$ cat src/rtl/rv_timer.sv
// rv_timer: programmable system timer and free-running 64-bit cycle counter.
// The timer is programmed through the X-stage CSR write path. A prescaler
// divides the clock into strobes. Each strobe either advances the count or,
// when the count equals the compare value, fires a registered one-cycle tick.
module rv_timer #(
  parameter logic [11:0] g_csr_ctrl  = 12'h7c0,
  parameter logic [11:0] g_csr_cmp   = 12'h7c1,
  parameter logic [11:0] g_csr_count = 12'h7c2
) (
  input  logic        clk_i,
  input  logic        rst_n_i,
  input  logic        x_stall_i,
  input  logic        x_kill_i,
  input  logic        d_is_csr_i,
  input  logic [11:0] d_csr_sel_i,
  input  logic [31:0] x_csr_write_value_i,
  output logic        tick_o,
  output logic [31:0] csr_timer_ctrl_o,
  output logic [31:0] csr_timer_cmp_o,
  output logic [31:0] csr_timer_count_o,
  output logic [63:0] csr_cycles_o
);

  // Architectural state. CTRL is kept as its three meaningful fields only.
  logic        en_q, en_d;
  logic        periodic_q, periodic_d;
  logic [15:0] div_q, div_d;
  logic [31:0] cmp_q, cmp_d;
  logic [31:0] count_q, count_d;
  logic [15:0] presc_q, presc_d;
  logic [63:0] cycles_q, cycles_d;
  logic        tick_q, tick_d;

  logic csr_commit;
  logic wr_ctrl, wr_cmp, wr_count, wr_any;
  logic strobe, step, match;

  // Decode which timer CSR, if any, commits this cycle.
  always_comb begin
    csr_commit = !x_stall_i && !x_kill_i && d_is_csr_i;
    wr_ctrl    = csr_commit && (d_csr_sel_i == g_csr_ctrl);
    wr_cmp     = csr_commit && (d_csr_sel_i == g_csr_cmp);
    wr_count   = csr_commit && (d_csr_sel_i == g_csr_count);
    wr_any     = wr_ctrl || wr_cmp || wr_count;
    // A strobe coinciding with any timer CSR write is dropped: the write wins.
    strobe     = en_q && (presc_q == div_q);
    step       = strobe && !wr_any;
    match      = (count_q == cmp_q);
  end

  // Next-state computation for prescaler, counter, compare, control and tick.
  always_comb begin
    // Prescaler wraps on its strobe, idles at 0 when disabled, and restarts
    // on any CTRL or COUNT write so a new setting begins a full division.
    if (wr_ctrl || wr_count || !en_q || strobe) begin
      presc_d = 16'd0;
    end else begin
      presc_d = presc_q + 16'd1;
    end

    count_d = count_q;
    if (wr_count) begin
      count_d = x_csr_write_value_i;
    end else if (step) begin
      if (match) begin
        if (periodic_q) begin
          count_d = 32'd0;
        end
      end else begin
        count_d = count_q + 32'd1;
      end
    end

    en_d       = en_q;
    periodic_d = periodic_q;
    div_d      = div_q;
    if (wr_ctrl) begin
      en_d       = x_csr_write_value_i[0];
      periodic_d = x_csr_write_value_i[1];
      div_d      = x_csr_write_value_i[31:16];
    end else if (step && match && !periodic_q) begin
      // One-shot expiry disarms the timer.
      en_d = 1'b0;
    end

    cmp_d = wr_cmp ? x_csr_write_value_i : cmp_q;

    tick_d   = step && match;
    cycles_d = cycles_q + 64'd1;
  end

  // State registers with asynchronous active-low clear.
  always_ff @(posedge clk_i or negedge rst_n_i) begin
    if (!rst_n_i) begin
      en_q       <= 1'b0;
      periodic_q <= 1'b0;
      div_q      <= 16'd0;
      cmp_q      <= 32'd0;
      count_q    <= 32'd0;
      presc_q    <= 16'd0;
      cycles_q   <= 64'd0;
      tick_q     <= 1'b0;
    end else begin
      en_q       <= en_d;
      periodic_q <= periodic_d;
      div_q      <= div_d;
      cmp_q      <= cmp_d;
      count_q    <= count_d;
      presc_q    <= presc_d;
      cycles_q   <= cycles_d;
      tick_q     <= tick_d;
    end
  end

  assign tick_o            = tick_q;
  assign csr_timer_ctrl_o  = {div_q, 14'd0, periodic_q, en_q};
  assign csr_timer_cmp_o   = cmp_q;
  assign csr_timer_count_o = count_q;
  assign csr_cycles_o      = cycles_q;

endmodule

$ cat config.mk
export PLATFORM = sky130hd
export DESIGN_NAME = rv_timer
export DESIGN_NICKNAME = d
export VERILOG_FILES = /design/src/rtl/rv_timer.sv
export SDC_FILE = /design/constraint.sdc
export NUM_CORES = 1
export LEC_CHECK = 0
export CORE_MARGIN = 5
export CORE_UTILIZATION = 47
export CTS_BUF_LIST = sky130_fd_sc_hd__clkbuf_4
export DETAILED_ROUTE_END_ITERATION = 16
export HOLD_SLACK_MARGIN = 0.08
export PLACE_DENSITY = 0.79
export SYNTH_ARGS = -nofsm -noshare
export SYNTH_HDL_FRONTEND = slang
export SYNTH_SLANG_ARGS = --single-unit
$ cat constraint.sdc
create_clock -name clk_i -period 2.3 [get_ports clk_i]
set_clock_uncertainty 0.15 [all_clocks]
set_input_delay 0.345 -clock clk_i [delete_from_list [all_inputs] [get_ports clk_i]]
set_output_delay 0.345 -clock clk_i [all_outputs]
set_load 0.05 [all_outputs]
======== Word level (Yosys, flattened, before mapping) ========
Cells that the tools add are included.
operators by class
  add/sub/neg operators ................... 3
  equal/unequal tests ..................... 6
  mux-type cells .......................... 7
  reduce and logical (&&, ||, !) cells .... 22
operator list
  kind                     count
  $mux W32                 4
  $add A64 B1 Y64 const B  1
  $eq A12 B11 Y1 const B   3
  $add A32 B1 Y32 const B  1
  $eq A32 B32 Y1           1
  $add A16 B1 Y16 const B  1
  $eq A16 B16 Y1           1
  $mux W16                 1
  $logic_and A1 B1 Y1      9
  $logic_not A1 Y1         5
  $logic_or A1 B1 Y1       5
  $reduce_bool A2 Y1       2
  $ne A3 B3 Y1 const B     1
  $mux W1                  2
  $reduce_and A2 Y1        1
storage, ports and cells
  flip-flop bits (word level) ............. 163
  bits of input ports ..................... 49
  output and inout port bits .............. 161
  logic and storage cells ................. 46

======== Logic depth before layout (Yosys ltp) ========
  depth in word-level cells ............... 12
  mapped depth ............................ 9
  depth with buffers taken out ............ 7

======== Worst setup path after synthesis ========
OpenSTA, ideal clock, no wires.
  path type ............................... reg2reg
  start point ............................. reg count_q[13] (netlist: csr_timer_count_o[13])
  end point ............................... reg count_q[1] (netlist: csr_timer_count_o[1])
  library setup time ...................... 125 ps
  arrival time ............................ 2,327 ps
  data required time ...................... 2,025 ps
  setup slack ............................. -302 ps
  stages on the path, launching flop included .. 8
  clock period less this slack ............ 2,602 ps
  path through ............................ dfrtp_1 -> buf_2 -> xor2_1 -> nor4_2 -> nand4_1 -> o311ai_4 -> nand2_2 -> mux2_2
between the ends
  longest elaborated chain between the ends .. 4
  elaborated cells on any way between the ends .. 6
  classes of those cells .................. 2 x eq/ne; 3 x mux; 1 x reduce/logical
ends and longest elaborated chain
  what                    RTL line  RTL
  from (decl)             29        logic [31:0] count_q, count_d;
  from (signal assigned)  108       count_q <= count_d;
  $eq A32 B32 Y1 (*)      48        match = (count_q == cmp_q);
  $mux W32                65        if (match) begin
  $mux W32                64        end else if (step) begin
  $mux W32                62        if (wr_count) begin
Every way passes the cells marked *; elsewhere a longest branch is shown, timed or not. The select of a mux whose other input is x is not followed.
A chain may end at the register's enable or synchronous reset.

======== Final worst setup path ========
  start point ............................. reg count_q[19] (netlist: csr_timer_count_o[19])
  end point ............................... reg count_q[20] (netlist: csr_timer_count_o[20])
between the ends
  longest elaborated chain between the ends .. 4
  elaborated cells on any way between the ends .. 7
  classes of those cells .................. 1 x add/sub; 2 x eq/ne; 3 x mux; 1 x reduce/logical
ends and longest elaborated chain
  what                                                      RTL line
  $add A32 B1 Y32 / $eq A32 B32 Y1 (equally long branches)  70, 48
  $mux W32                                                  65
  $mux W32                                                  64
  $mux W32                                                  62
Several ways; a longest one is shown, not always the timed one. The select of a mux whose other input is x is not followed.

==> flow_summary.rst <==
.. list-table::
   :header-rows: 1

   * - Metric
     - Value
   * - Synth cell types
     - 63
   * - Count of flip-flops with a built-in enable after synthesis
     - 0
   * - Starting DRC count in detailed routing
     - 592
   * - Power, Total
     - 4.748 mW
   * - Sequential area share after synthesis
     - 45.82%
   * - First-pass GRT wire length
     - 47.04 mm
   * - Remaining Overflow, GRT
     - 0
   * - Post-synthesis register bit count
     - 163
   * - Status
     - finished with violations
   * - Final core area utilization
     - 71.22%
   * - Sequential cell area
     - 4143 um2
   * - Switching portion of total power
     - 27.89%
   * - Clock period minus final worst setup slack
     - 2.407 ns
   * - Worst setup timing slack at the placement stage
     - -0.4251 ns
   * - Share of cells above drive strength 1
     - 35.32%
   * - Clock insertion delay at the later pin of the skew report
     - 0.58 ns
   * - Min Hold Slack
     - 0.1093 ns
   * - PwrDens
     - 356.4 nW/um2
   * - Gr usage total
     - 27.05%
   * - Final setup margin
     - -0.1071 ns
   * - Pin count of the biggest net entering global routing
     - 52
   * - Part of the power in the clock network
     - 33.9%
   * - DRC
     - 0
   * - Clock tree from TritonCTS
     - built
   * - Placement row count
     - 50
   * - Slew of the pin with the lowest slew margin
     - 0.5565 ns
   * - Routed Wire Length
     - 30.01 mm
   * - Post-synthesis to final-layout area growth
     - 49.64%
   * - Path type of the worst min-delay path
     - input pin to async pin
   * - Clock buffer depth
     - 2
   * - Worst path max stage delay
     - 0.51 ns
   * - Max cap viols
     - 0
   * - Level count of the clock H-tree
     - 4
   * - Most frequent cell on the critical path
     - sky130_fd_sc_hd__buf_4
   * - Cell Count, Final, Fillers Out
     - 1509
   * - Final Instance Area
     - 13320 um2
   * - Maximum vdd drop
     - 0.3489 mV
   * - Detailed-routing iteration count for the pre-antenna-repair pass
     - 6
   * - Die ar.
     - 21790 um2
   * - Count of synthesis-stage warnings from yosys
     - 0
   * - Top fanout value on the critical path
     - 3
   * - Vias in the first global route
     - 8743
   * - Antenna-violating nets left
     - 0
   * - Cell breakdown of the critical path
     - xor2_1 > nor4_2 > buf_4 > nand4_1 > buf_4 > o211ai_1 > buf_4 > or4b_1 > o211ai_1
   * - Initial Util
     - 47.59%
   * - Data required time of the critical path
     - 2.65 ns
   * - Die Span X
     - 147.6 um
   * - Type of the worst setup path
     - flip-flop to flip-flop
   * - Total standard cell area after synthesis
     - 8902 um2
   * - Count of final hold-check violations
     - 0
   * - Placement Cell Area
     - 12620 um2
   * - Number of ports placed on the die boundary
     - 210
   * - Kind of start point of the critical path
     - flip-flop
   * - Number of buffers added on ports
     - 195
   * - Number of vias per cell after detailed routing
     - 5.686
   * - Wire per inst
     - 19.89 um
   * - Arrival time at the worst endpoint
     - 2.76 ns
   * - Crit end category
     - flip-flop
   * - Share of power burned in registers
     - 60.4%
   * - Total internal power
     - 3.424 mW
   * - Share of flip-flops with an asynchronous set or reset after synthesis
     - 100.0%
   * - Avg Inst Size Synth
     - 10.06 um2
   * - Failing checks
     - setup timing
   * - Final max-slew violation count
     - 0
   * - Multi-input logic area
     - 5056 um2
   * - Leading cell type in the layout, fill and taps excluded
     - sky130_fd_sc_hd__buf_4
   * - Sink Count
     - 163
   * - Pleak
     - 6.513 nW
   * - Net Sw Power
     - 1.324 mW
   * - Highest clock frequency the design can meet
     - 415.4 MHz
   * - Inserted Clock Buffers
     - 17
   * - Clock Pin Slew Worst Setup and Hold Paths
     - 0.16 ns
   * - Total via count after detailed routing
     - 8580
   * - Number of setup violations in the final report
     - 25
   * - Final worst path period share
     - 104.7%
   * - RSZ-0062 raised after global routing
     - yes
   * - Cell total after placement
     - 1458
   * - Gate count after technology mapping
     - 885
   * - Final layout net count
     - 1313
   * - Number of antenna violations at the first check in global routing
     - 1
   * - Relative slew margins
     - 63.05%
   * - Die height
     - 147.6 um
   * - RePlAce Congestion
     - 0.9780
   * - Cell at the root of the clock tree
     - sky130_fd_sc_hd__clkbuf_4
   * - Main flop type after synthesis
     - sky130_fd_sc_hd__dfrtp_1
   * - Final TNS setup
     - -1.429 ns
   * - Slowest stage cell on the critical path
     - sky130_fd_sc_hd__or4b_1
   * - Placed wire-length estimate
     - 22.37 mm
   * - Count of filler cells inserted in the layout
     - 1446
   * - Most frequent cells in the layout
     - sky130_fd_sc_hd__buf_4, sky130_fd_sc_hd__dlygate4sd2_1, sky130_fd_sc_hd__dfrtp_1, sky130_fd_sc_hd__nand2_1, sky130_fd_sc_hd__xor2_1
   * - Core region area
     - 18710 um2
   * - Relative contribution of combinational cells to total power
     - 5.7%
worst paths after layout:
kind | startpoint | endpoint | slack [ns] | cells past startpoint
worst max-delay path | csr_timer_count_o[19]$_DFFE_PN0P_ | csr_timer_count_o[20]$_DFFE_PN0P_ | -0.11 | 9
worst min-delay path | rst_n_i | csr_cycles_o[51]$_DFF_PN0_ | 0.11 | 2
worst max register to register | csr_timer_count_o[19]$_DFFE_PN0P_ | csr_timer_count_o[20]$_DFFE_PN0P_ | -0.11 | 9
worst min register to register | csr_cycles_o[57]$_DFF_PN0_ | csr_cycles_o[57]$_DFF_PN0_ | 0.35 | 1
max in group asynchronous | rst_n_i | div_q[1]$_DFFE_PN0P_ | 1.11 | 3
min in group clk_i | x_csr_write_value_i[4] | csr_timer_cmp_o[4]$_DFFE_PN0P_ | 0.25 | 2
flip-flops by register name (all words and copies together), names as in the netlist:
| signal | count |
|---|---|
| csr_cycles_o | 64 |
| csr_timer_cmp_o | 32 |
| csr_timer_count_o | 32 |
| div_q | 16 |
| en_q | 1 |
| periodic_q | 1 |
| presc_q | 16 |
| tick_o | 1 |
power by group through the flow:
stage          clock network (mW)  logic (mW)  registers [mW]
6_report                     1.61       0.270            2.87
5_1_grt                      1.78       0.291            2.87
4_1_cts                      1.63       0.270            2.87
3_5_place_dp                    0       0.267            2.92
3_3_place_gp                    0       0.265            2.92
2_1_floorplan                   0      0.0811            2.93
synthesized netlist by cell type, types with 4 or more instances:
library cell | instances | area, um2
sky130_fd_sc_hd__buf_2 | 16 | 80.08
sky130_fd_sc_hd__nand3_1 | 63 | 315.3
sky130_fd_sc_hd__nand2_1 | 62 | 232.7
sky130_fd_sc_hd__o22ai_1 | 13 | 81.33
sky130_fd_sc_hd__clkbuf_1 | 24 | 90.09
sky130_fd_sc_hd__xor2_1 | 65 | 569.3
sky130_fd_sc_hd__and2_1 | 28 | 175.2
sky130_fd_sc_hd__a31oi_1 | 6 | 37.54
sky130_fd_sc_hd__o21ai_0 | 17 | 85.08
sky130_fd_sc_hd__a211oi_1 | 5 | 37.54
sky130_fd_sc_hd__nand4_1 | 36 | 225.2
sky130_fd_sc_hd__nor3_1 | 14 | 70.07
sky130_fd_sc_hd__and3_1 | 24 | 150.1
sky130_fd_sc_hd__buf_4 | 16 | 120.1
sky130_fd_sc_hd__a2111oi_0 | 12 | 105.1
sky130_fd_sc_hd__mux2_2 | 49 | 551.8
sky130_fd_sc_hd__xnor2_1 | 60 | 525.5
sky130_fd_sc_hd__o211ai_1 | 8 | 60.06
sky130_fd_sc_hd__nor4_1 | 16 | 100.1
sky130_fd_sc_hd__and4_1 | 14 | 122.6
sky130_fd_sc_hd__inv_1 | 26 | 97.59
sky130_fd_sc_hd__o21ai_1 | 11 | 55.05
sky130_fd_sc_hd__a22oi_1 | 18 | 135.1
sky130_fd_sc_hd__a21oi_1 | 4 | 20.02
sky130_fd_sc_hd__dfrtp_1 | 163 | 4079
sky130_fd_sc_hd__nor2_1 | 47 | 176.4
sky130_fd_sc_hd__or3_1 | 6 | 37.54
logic make-up (layout without fill, tap and decap cells):
kind of cell | count (synthesis) | in the layout | share of synthesized area (%)
AOI/OAI and AO/OA | 119 | 119 | 9.698
muxes | 49 | 49 | 6.198
and+or+nand+nor | 337 | 337 | 20.66
adders and majority gates | 3 | 3 | 0.4217
xor gates and xnor gates | 125 | 125 | 12.30
DFF | 163 | 163 | 45.82
buffers and inverters | 88 | 464 | 4.863
other | 1 | 15 | 0.04212
per-layer routing:
metal | track usage (%) | up-vias | share of wire, %
met2 | 43.36 | 425 | 47
met4 | 10.07 | 0 | 3.5
met5 | 0 | - | 0
li1 | - | 3930 | -
met1 | 34.79 | 4148 | 40
met3 | 8.124 | 77 | 8.9
critical path, delay by kind of cell, from the launching register on:
| family | cells | cell delay [ns] |
|---|---|---|
| buf+inv | 3 | 0.49 |
| simple gates | 3 | 0.76 |
| flops | 1 | 0.44 |
| xor+xnor | 1 | 0.29 |
| compound gates | 2 | 0.21 |
final cells by class:
type	instances	share of cell area (%)
Multi-Input combinational cell	647	37.95
Clock buffer	17	0.9580
Inverter	26	0.7326
Timing Repair Buffer	406	26.13
Tap cell	234	2.198
Clock inverter	15	0.9111
Sequential cell	163	31.10
Antenna cell	1	0.01878
repair_timing:
action                                 CTS  global route
hold buffers                             1             0
endpoints found under the hold margin  163             0
pin swaps                               44            25
buffers inserted                         5            13
setup endpoints to repair              176            41
resized for setup                      200            63
cloned                                   1             1
Note: power is estimated with default switching activity, not from simulation.
